[src/rtl/adc_sample_arbiter.sv]
// adc_sample_arbiter: merges left/right ADC sample strobes into one tagged valid/ready stream.
// Word layout {ch, ovr, seq, sample}; ch 0 = left, 1 = right.
// Optional overrun statistics counters are enabled by defining ADC_SAMPLE_ARBITER_STATS_EN.
module adc_sample_arbiter #(
    parameter int DATA_WIDTH = 12,
    parameter int SEQ_WIDTH  = 2,
    parameter int CNT_WIDTH  = 16
) (
    input  logic                              clock,
    input  logic                              reset,
    input  logic                              enable,
    input  logic [DATA_WIDTH-1:0]             ldata,
    input  logic                              lstrb,
    input  logic [DATA_WIDTH-1:0]             rdata,
    input  logic                              rstrb,
    output logic [DATA_WIDTH+SEQ_WIDTH+1:0]   m_data,
    output logic                              m_valid,
    input  logic                              m_ready,
    output logic [CNT_WIDTH-1:0]              lovr_cnt,
    output logic [CNT_WIDTH-1:0]              rovr_cnt
);
    logic [1:0]            strb, full, ovr, gnt, ovr_ev;
    logic [DATA_WIDTH-1:0] din [2];
    logic [DATA_WIDTH-1:0] sdata [2];
    logic [SEQ_WIDTH-1:0]  sseq [2];
    logic [SEQ_WIDTH-1:0]  seq [2];
    logic                  ptr, load, sel;

    assign strb   = {rstrb, lstrb} & {2{enable}};
    assign din[0] = ldata;
    assign din[1] = rdata;
    assign load   = !m_valid || m_ready;
    assign sel    = gnt[1];

    // Round-robin grant: a lone full slot wins, the pointer breaks ties.
    always_comb begin
        gnt[0] = load && full[0] && (!full[1] || !ptr);
        gnt[1] = load && full[1] && (!full[0] || ptr);
        ovr_ev = strb & full & ~gnt;
    end

    // Per-channel slot capture, sequence numbering and sticky overrun flag.
    always_ff @(posedge clock or posedge reset) begin
        if (reset) begin
            full <= '0;
            ovr  <= '0;
            for (int i = 0; i < 2; i++) begin
                sdata[i] <= '0;
                sseq[i]  <= '0;
                seq[i]   <= '0;
            end
        end else begin
            for (int i = 0; i < 2; i++) begin
                if (strb[i]) begin
                    full[i]  <= 1'b1;
                    sdata[i] <= din[i];
                    sseq[i]  <= seq[i];
                    seq[i]   <= seq[i] + SEQ_WIDTH'(1);
                end else if (gnt[i]) begin
                    full[i] <= 1'b0;
                end
                if (ovr_ev[i])
                    ovr[i] <= 1'b1;
                else if (gnt[i])
                    ovr[i] <= 1'b0;
            end
        end
    end

    // Output register and arbitration pointer; pointer moves only on contended grants.
    always_ff @(posedge clock or posedge reset) begin
        if (reset) begin
            m_valid <= 1'b0;
            m_data  <= '0;
            ptr     <= 1'b0;
        end else if (load) begin
            m_valid <= |full;
            if (|full)
                m_data <= {sel, ovr[sel], sseq[sel], sdata[sel]};
            if (&full)
                ptr <= !sel;
        end
    end

`ifdef ADC_SAMPLE_ARBITER_STATS_EN
    logic [CNT_WIDTH-1:0] cnt [2];

    // Saturating overrun event counters, cleared only by reset.
    always_ff @(posedge clock or posedge reset) begin
        if (reset) begin
            cnt[0] <= '0;
            cnt[1] <= '0;
        end else begin
            for (int i = 0; i < 2; i++)
                if (ovr_ev[i] && cnt[i] != '1)
                    cnt[i] <= cnt[i] + CNT_WIDTH'(1);
        end
    end

    assign lovr_cnt = cnt[0];
    assign rovr_cnt = cnt[1];
`else
    assign lovr_cnt = '0;
    assign rovr_cnt = '0;
`endif
endmodule

[config.mk]
export PLATFORM = sky130hd
export DESIGN_NAME = adc_sample_arbiter
export DESIGN_NICKNAME = d
export VERILOG_FILES = /design/src/rtl/adc_sample_arbiter.sv
export SDC_FILE = /design/constraint.sdc
export NUM_CORES = 1
export LEC_CHECK = 0
export CELL_PAD_IN_SITES_DETAIL_PLACEMENT = 1
export CELL_PAD_IN_SITES_GLOBAL_PLACEMENT = 2
export CORE_MARGIN = 5
export CORE_UTILIZATION = 25
export DETAILED_ROUTE_END_ITERATION = 16
export PLACE_DENSITY = 0.74
export SLEW_MARGIN = 5
export SYNTH_ARGS = -nofsm -noshare
export SYNTH_HDL_FRONTEND = slang
export SYNTH_SLANG_ARGS = --single-unit
[constraint.sdc]
create_clock -name clock -period 1.5 [get_ports clock]
set_input_delay 0.225 -clock clock [delete_from_list [all_inputs] [get_ports clock]]
set_output_delay 0.225 -clock clock [all_outputs]
set_load 0.01 [all_outputs]
-- Yosys cells after proc, flatten, opt, wreduce, memory -nomap -nowiden
Cells that the tools add are included.
- register bits: 54
- output and inout bits: 49
- word-level logic and storage cells: 55
- $add $sub $neg: 2
- order comparisons: 2
- multiplexer cells: 14
- bitwise gates (word level): 5
- reductions and logical operators: 19
- operators with widths (cell ; count):
    $mux W12 ; 3
    $mux W1 ; 8
    $reduce_bool A2 Y1 ; 4
    $and A2 B2 Y2 ; 3
    $mux W2 ; 3
    $logic_not A1 Y1 ; 5
    $add A2 B1 Y2 const B ; 2
    $logic_and A1 B1 Y1 ; 4
    $logic_or A1 B1 Y1 ; 3
    $reduce_and A3 Y1 ; 1
    $ge A2 B2 Y1 const B ; 1
    $lt A1 B2 Y1 const B ; 1
    $not A1 Y2 ; 1
    $not A2 Y2 ; 1
    $reduce_and A2 Y1 ; 1
    $reduce_or A2 Y1 ; 1

-- Longest topological paths before layout
Gate-level depths: netlist (run 1).
- depth in word-level cells: 8
- depth in mapped cells: 6

-- Least setup slack after synthesis (run 1)
No wires, ideal clock.
- kind: register to register
- start: register ptr
- end: register m_data[0]
- setup time: 101 ps
- data arrival time: 1293 ps
- slack: 107 ps
- stages on the path, launching flop included: 7
- buffers on the path: 3
- cells stage by stage: dfrtp_1 nand2b_1 buf_6 and3_4 buf_6 buf_8 o311ai_2
- cells in the longest elaborated chain, start to end: 6
- ends and longest elaborated chain (item ; RTL line ; text):
    start, declared ; 27 ; logic ptr, load, sel;
    start signal, assigned ; 81 ; ptr <= !sel;
    $logic_or A1 B1 Y1 ; 38 ; gnt[1] = load && full[1] && (!full[0] || ptr);
    $logic_and A1 B1 Y1 ; 38 ;
    $not A1 Y2 (implied by the code) ; 79 ; m_data <= {sel, ovr[sel], sseq[sel], sdata[sel]};
    $mux W12 (implied by the code) (3 in a row) ; 79 ;
    end signal, assigned ; 79 ;
    end, declared ; 16 ; output logic [DATA_WIDTH+SEQ_WIDTH+1:0] m_data,
No other way between the ends. The select of a mux whose other input is x is not followed.
A chain may end at the register's enable or synchronous reset.

-- Worst setup path after layout (run 1)
- start: register m_data[13]
- end: output m_data[13]
No word-level cell between the ends.

==> impl_metrics.toml, run 1 <==
[global_routing]
antenna_found_initial = 0
grt_pass1_vias = 1849
grt_pass1_wl_um = 9740
grt_usage_pct = 9.69
grt_max_degree = 55
grt_overflow = 0

[placement]
port-buffer-count = 46
place_area_mm2 = 0.00313
dpl.cell_count = 400
globalplace.congestion = 0.679
hpwl_um = 4300

[setup_path]
critical_path_class = "reg -> out"
cp-start-kind = "flip-flop"
path_max_fanout = 2
cp-end-kind = "output port"
crit_buf_inv = 1
crit_path_cell_trace = "clkdlybuf4s50_1"
cp_slowest_cell = "clkdlybuf4s50_1"
reg2reg_slack_ns = 0.17
crit_family = "buffers and inverters"
cp.arrival_ns = 1.22
cp_data_required_time_ns = 1.27
worst_path_largest_cell_delay_ns = 0.54

[synthesis]
synth-compound-area-share_pct = 11.9
yosys_warnings = 0
synthMuxAreaShare_pct = 11.4
yosysSeqAreaShare_pct = 52.7
syn_area_mm2 = 0.00256
synthSimpleGateAreaFrac_pct = 6.74
synth-xor-area-share_pct = 1.71
synth_cells = 219
synth_adder_area_share_pct = 0
yosysTopAreaCellShare_pct = 52.7
synth_area_leaders = "dfrtp_1 (53%), mux2_2 (11%), buf_4 (9.7%), o311ai_2 (4.4%), nand4_1 (3.7%)"
synth_cell_type_count = 26
yosysTopAreaCell = "dfrtp_1"
synth_top_family_by_area = "buffers and inverters"
ys_seq_elements = 54
synth.avg_cell_area_um2 = 11.7

[drt]
ant_nets = 0
met1_length_um = 2350
vias_per_cell = 4.25
wirelength_um = 5950
highest_layer = "met4"
dr_wl_met2_um = 3140
firstDrtPassIters = 4
vias = 1734
drt_iter0_drc = 115
wl_met3_um = 363
drc = 0
route.detailed.wl_per_inst_um = 14.6

[sta]
post-route-period-util_pct = 96.4
period_minus_slack_ns = 1.45
final_max_slew_viol_count = 0
tightest_slew_ns = 0.597
rsz0062_at_grt = "false"
finalSetupViolCount = 0
hold_slack_ns = 0.337
hold_violations = 0
max-slew-margin-rel_pct = 60.0
fin_tns_setup_ns = 0
fmax_ghz = 0.691
skew_ns = 0.00810

[layout]
num_antenna_cells = 0
area_delta_synth_final_pct = 26.1
drive_above_1_share_pct = 21.0
layout_commonest_cell = "dfrtp_1"
design_area_mm2 = 0.00323
fin_cells = 408
fill_cells = 1109
most-common-layout-cells = "dfrtp_1 (54), clkdlybuf4s50_1 (41), conb_1 (32), mux2_2 (26)"
fin_nets = 301

[clocking]
hold_buffers = 0
numCtsBuffers = 5
cts_buffer_depth = 2
h-tree-depth = 2
insertion_delay_ns = 0.30
cts_setup_buffers = 0
cts_tree = "yes"
clk_pin_slew_worst_paths_ns = 0.10
cts_root_buffer = "clkbuf_8"
cts_sinks = 54

[power]
peakVddDrop_mv = 0.402
power_density_mw_per_mm2 = 1550
p_total_mw = 4.99
p_leak_nw = 1.43

[run]
max_cap_viol_count = 0

[die]
floorplan.initialDensity_pct = 25.3
fp.dieW_um = 111
die_height_um = 111
rows = 37
pin_count = 79
core_area_mm2 = 0.0101
die_area_mm2 = 0.0124

[worst_hold_path]
min_path_type = "in -> async"

[status]
outcome = "complete, no violations"
## cells in the mapped netlist
cell	instances
dfrtp_1	54
buf_4	33
mux2_2	26
inv_1	18
o21ai_0	18
nand4_1	15
nand2_1	7
o311ai_2	7
clkbuf_1	6
xnor2_1	5
o311ai_0	4
o311ai_1	4
nand3_1	3
a21oi_1	2
a31oi_1	2
buf_2	2
buf_6	2
nand2b_1	2
nor2_1	2
a21o_1	1
and3_4	1
buf_1	1
buf_8	1
clkbuf_2	1
conb_1	1
nor2b_1	1
## flip-flops by register name, summed over array words and instances (netlist names)
register,cells
m_data,16
full,2
seq,4
sdata,24
sseq,4
ptr,1
m_valid,1
ovr,2
## per-layer routing
metal  GRT usage (%)  vias to the layer above
li1                -                      801
met1            11.9                      875
met2            16.8                       51
met3            2.02                        7
met4            3.41                        0
met5               0                        -
## metrics by stage
stage          worst slack [ns]  util [%]
2_1_floorplan             0.107         -
3_3_place_gp             -0.463      30.9
3_5_place_dp             -0.430      30.9
4_1_cts                 0.00315      31.7
5_1_grt                 0.00276      31.9
6_report                 0.0538      31.9
## worst paths after layout
| check | start | to | cells past startpoint |
|---|---|---|---|
| max in group asynchronous | reset | sdata[22]$_DFFE_PP0P_ | 3 |
| min reg2reg | seq[1]$_DFFE_PP0P_ | seq[1]$_DFFE_PP0P_ | 1 |
| max reg2reg | ptr$_DFFE_PP0P_ | m_data[11]$_DFFE_PP0P_ | 3 |
| max | m_data[13]$_DFFE_PP0P_ | m_data[13] | 1 |
| min in group clock | seq[1]$_DFFE_PP0P_ | seq[1]$_DFFE_PP0P_ | 1 |
| min | reset | sdata[14]$_DFFE_PP0P_ | 3 |
## what timing repair did
action                                 in CTS  in global routing
setup endpoints to repair                  17                  6
resized for setup                           1                  6
endpoints found under the hold margin       0                  0
## cell families after synthesis
| group | count (synthesis) |
|---|---|
| buffers and inverters | 64 |
| DFF | 54 |
| AOI/OAI and AO/OA | 38 |
| and+or+nand+nor | 31 |
| muxes | 26 |
| xor gates and xnor gates | 5 |
| other | 1 |
## power by group
part,switching [mW],leakage (nW),internal [mW]
clock,0.461,0.0452,0.330
sequential,0.309,0.639,1.94
combinational,0.952,0.749,0.999
## layout make-up
cell class                      count  area (um2)  share of cell area [%]
Clock buffer                        6        72.6                    2.25
Multi-Input combinational cell    132         936                    29.0
Clock inverter                      2        13.8                   0.426
Tap cell                          136         170                    5.27
Inverter                           18        71.3                    2.21
Timing Repair Buffer               60         616                    19.1
Sequential cell                    54        1350                    41.8
Power figures use the tool's default switching activity.
==> run 2: changes to the inputs <==
- ABC_CLOCK_PERIOD_IN_PS: unset -> 1500
- CORE_UTILIZATION: 25 -> 26
- CTS_CLUSTER_SIZE: unset -> 30
- PLACE_DENSITY: 0.74 -> 0.77
==> impl_metrics.toml, run 2 (same netlist as run 1, synthesis figures left out) <==
[power]
power_density_mw_per_mm2 = 1550
peakVddDrop_mv = 0.483
p_total_mw = 5.09
p_leak_nw = 1.45

[layout]
fin_nets = 304
design_area_mm2 = 0.00327
drive_above_1_share_pct = 22.9
largest_register = "sdata"
final_core_util_pct = 33.8
num_antenna_cells = 0
area_delta_synth_final_pct = 27.7
most-common-layout-cells = "dfrtp_1 (53), clkdlybuf4s50_1 (40), conb_1 (32), mux2_2 (26)"
largest_register_ff_count = 24
fin_cells = 408
reg_top3 = "sdata: 24 flops, m_data: 16 flops"
layout_commonest_cell = "dfrtp_1"

[die]
die_height_um = 109
pin_count = 79
die_area_mm2 = 0.0119
fp.dieW_um = 109
rows = 36
floorplan.initialDensity_pct = 26.5
core_area_mm2 = 0.00968

[drt]
vias_per_cell = 4.28
route.detailed.wl_per_inst_um = 14.8
ant_nets = 0
drt_iter0_drc = 55
firstDrtPassIters = 4
vias = 1747
drc = 0
wirelength_um = 6050

[setup_path]
crit_buf_inv = 1
cp-end-kind = "output port"
worst_path_largest_cell_delay_ns = 0.55
crit_family = "buffers and inverters"
cp_slowest_cell = "clkdlybuf4s50_1"
cp_data_required_time_ns = 1.27
cp-start-kind = "flip-flop"
cp.arrival_ns = 1.23
path_max_fanout = 2
critical_path_class = "reg -> out"
crit_path_cell_trace = "clkdlybuf4s50_1"

[clocking]
cts_buffer_depth = 2
cts_tree = "yes"
numCtsBuffers = 5
clk_pin_slew_worst_paths_ns = 0.11
cts_root_buffer = "clkbuf_8"
h-tree-depth = 2
insertion_delay_ns = 0.31
hold_buffers = 0
cts_sinks = 54

[global_routing]
grt_pass1_wl_um = 9550
use_met2_pct = 17.8
grt_max_degree = 30
antenna_found_initial = 0
grt_use_met3_pct = 1.89
top_usage_layer = "met2"
grt_overflow = 0
grt_usage_pct = 10.3
grt_util_met1_pct = 12.4
grt_pass1_vias = 1904

[sta]
hold_slack_ns = 0.238
post-route-period-util_pct = 97.2
fmax_ghz = 0.686
tightest_slew_ns = 0.593
final_max_slew_viol_count = 0
finalSetupViolCount = 0
period_minus_slack_ns = 1.46
rsz0062_at_grt = "false"
hold_violations = 0
skew_ns = 0.0180
max-slew-margin-rel_pct = 60.3

[placement]
dpl.cell_count = 400
globalplace.congestion = 0.709
port-buffer-count = 46
hpwl_um = 4590
place_area_mm2 = 0.00316

[status]
outcome = "complete, no violations"

[worst_hold_path]
min_path_type = "in -> async"

[run]
max_cap_viol_count = 0
run 2: changes by cell type in the layout (fill, tap and decap cells not counted), sizes merged:
| cell | change |
|---|---|
| buf | +3 |
| clkdlybuf4s50 | -1 |
| clkinv | -1 |
| clkinvlp | +1 |
| dlygate4sd2 | +1 |
run 2: through the flow:
stage	TNS [ns]	worst slack [ns]
CTS	0	0.00191
finish	0	0.0425
global route	0	0.00329
floorplan	0	0.107
detailed placement	-7.38	-0.471
global placement	-6.22	-0.388
run 2: area by class of cell:
cell class,instances,area (um2)
Inverter,18,71.3
Multi-Input combinational cell,132,938
Tap cell,133,166
Sequential cell,54,1350
Clock buffer,6,82.6
Clock inverter,2,12.5
Fill cell,1083,6410
Timing Repair Buffer,63,649
run 2: final timing paths:
check | startpoint | endpoint | slack (ns) | cells past startpoint
hold reg to reg | seq[3]$_DFFE_PP0P_ | seq[3]$_DFFE_PP0P_ | 0.48 | 1
setup / recovery | m_data[15]$_DFFE_PP0P_ | m_data[15] | 0.04 | 1
min in group clock | seq[3]$_DFFE_PP0P_ | seq[3]$_DFFE_PP0P_ | 0.48 | 1
setup reg to reg | m_valid$_DFFE_PP0N_ | m_data[10]$_DFFE_PP0P_ | 0.16 | 3
hold / removal | reset | sdata[12]$_DFFE_PP0P_ | 0.24 | 2
max in group asynchronous | reset | full[0]$_DFFE_PP0P_ | 0.79 | 3
run 2: worst register-to-register path, cell delays in order (launching register included):
cell and delay, ns:
dfrtp_1 0.39, nor2b_2 0.53, o21ai_0 0.18, o311ai_0 0.12
run 2: timing repair:
item	in CTS	in global routing
setup buffers	0	0
hold endpoints to repair	0	0
setup endpoints to repair	18	7
resized for setup	2	8
run 2: power by group:
group          leakage (nW)  switching, mW  internal [mW]
registers             0.637          0.323           1.94
clock network        0.0472          0.476          0.372
logic                 0.762          0.953           1.02
run 2: per-layer routing:
metal	part of all wire [%]	vias to the layer above	wire length, um
li1	-	810	-
met2	52	47	3160
met5	0	-	0
met1	41	880	2460
met4	2.3	0	137
met3	4.9	10	295
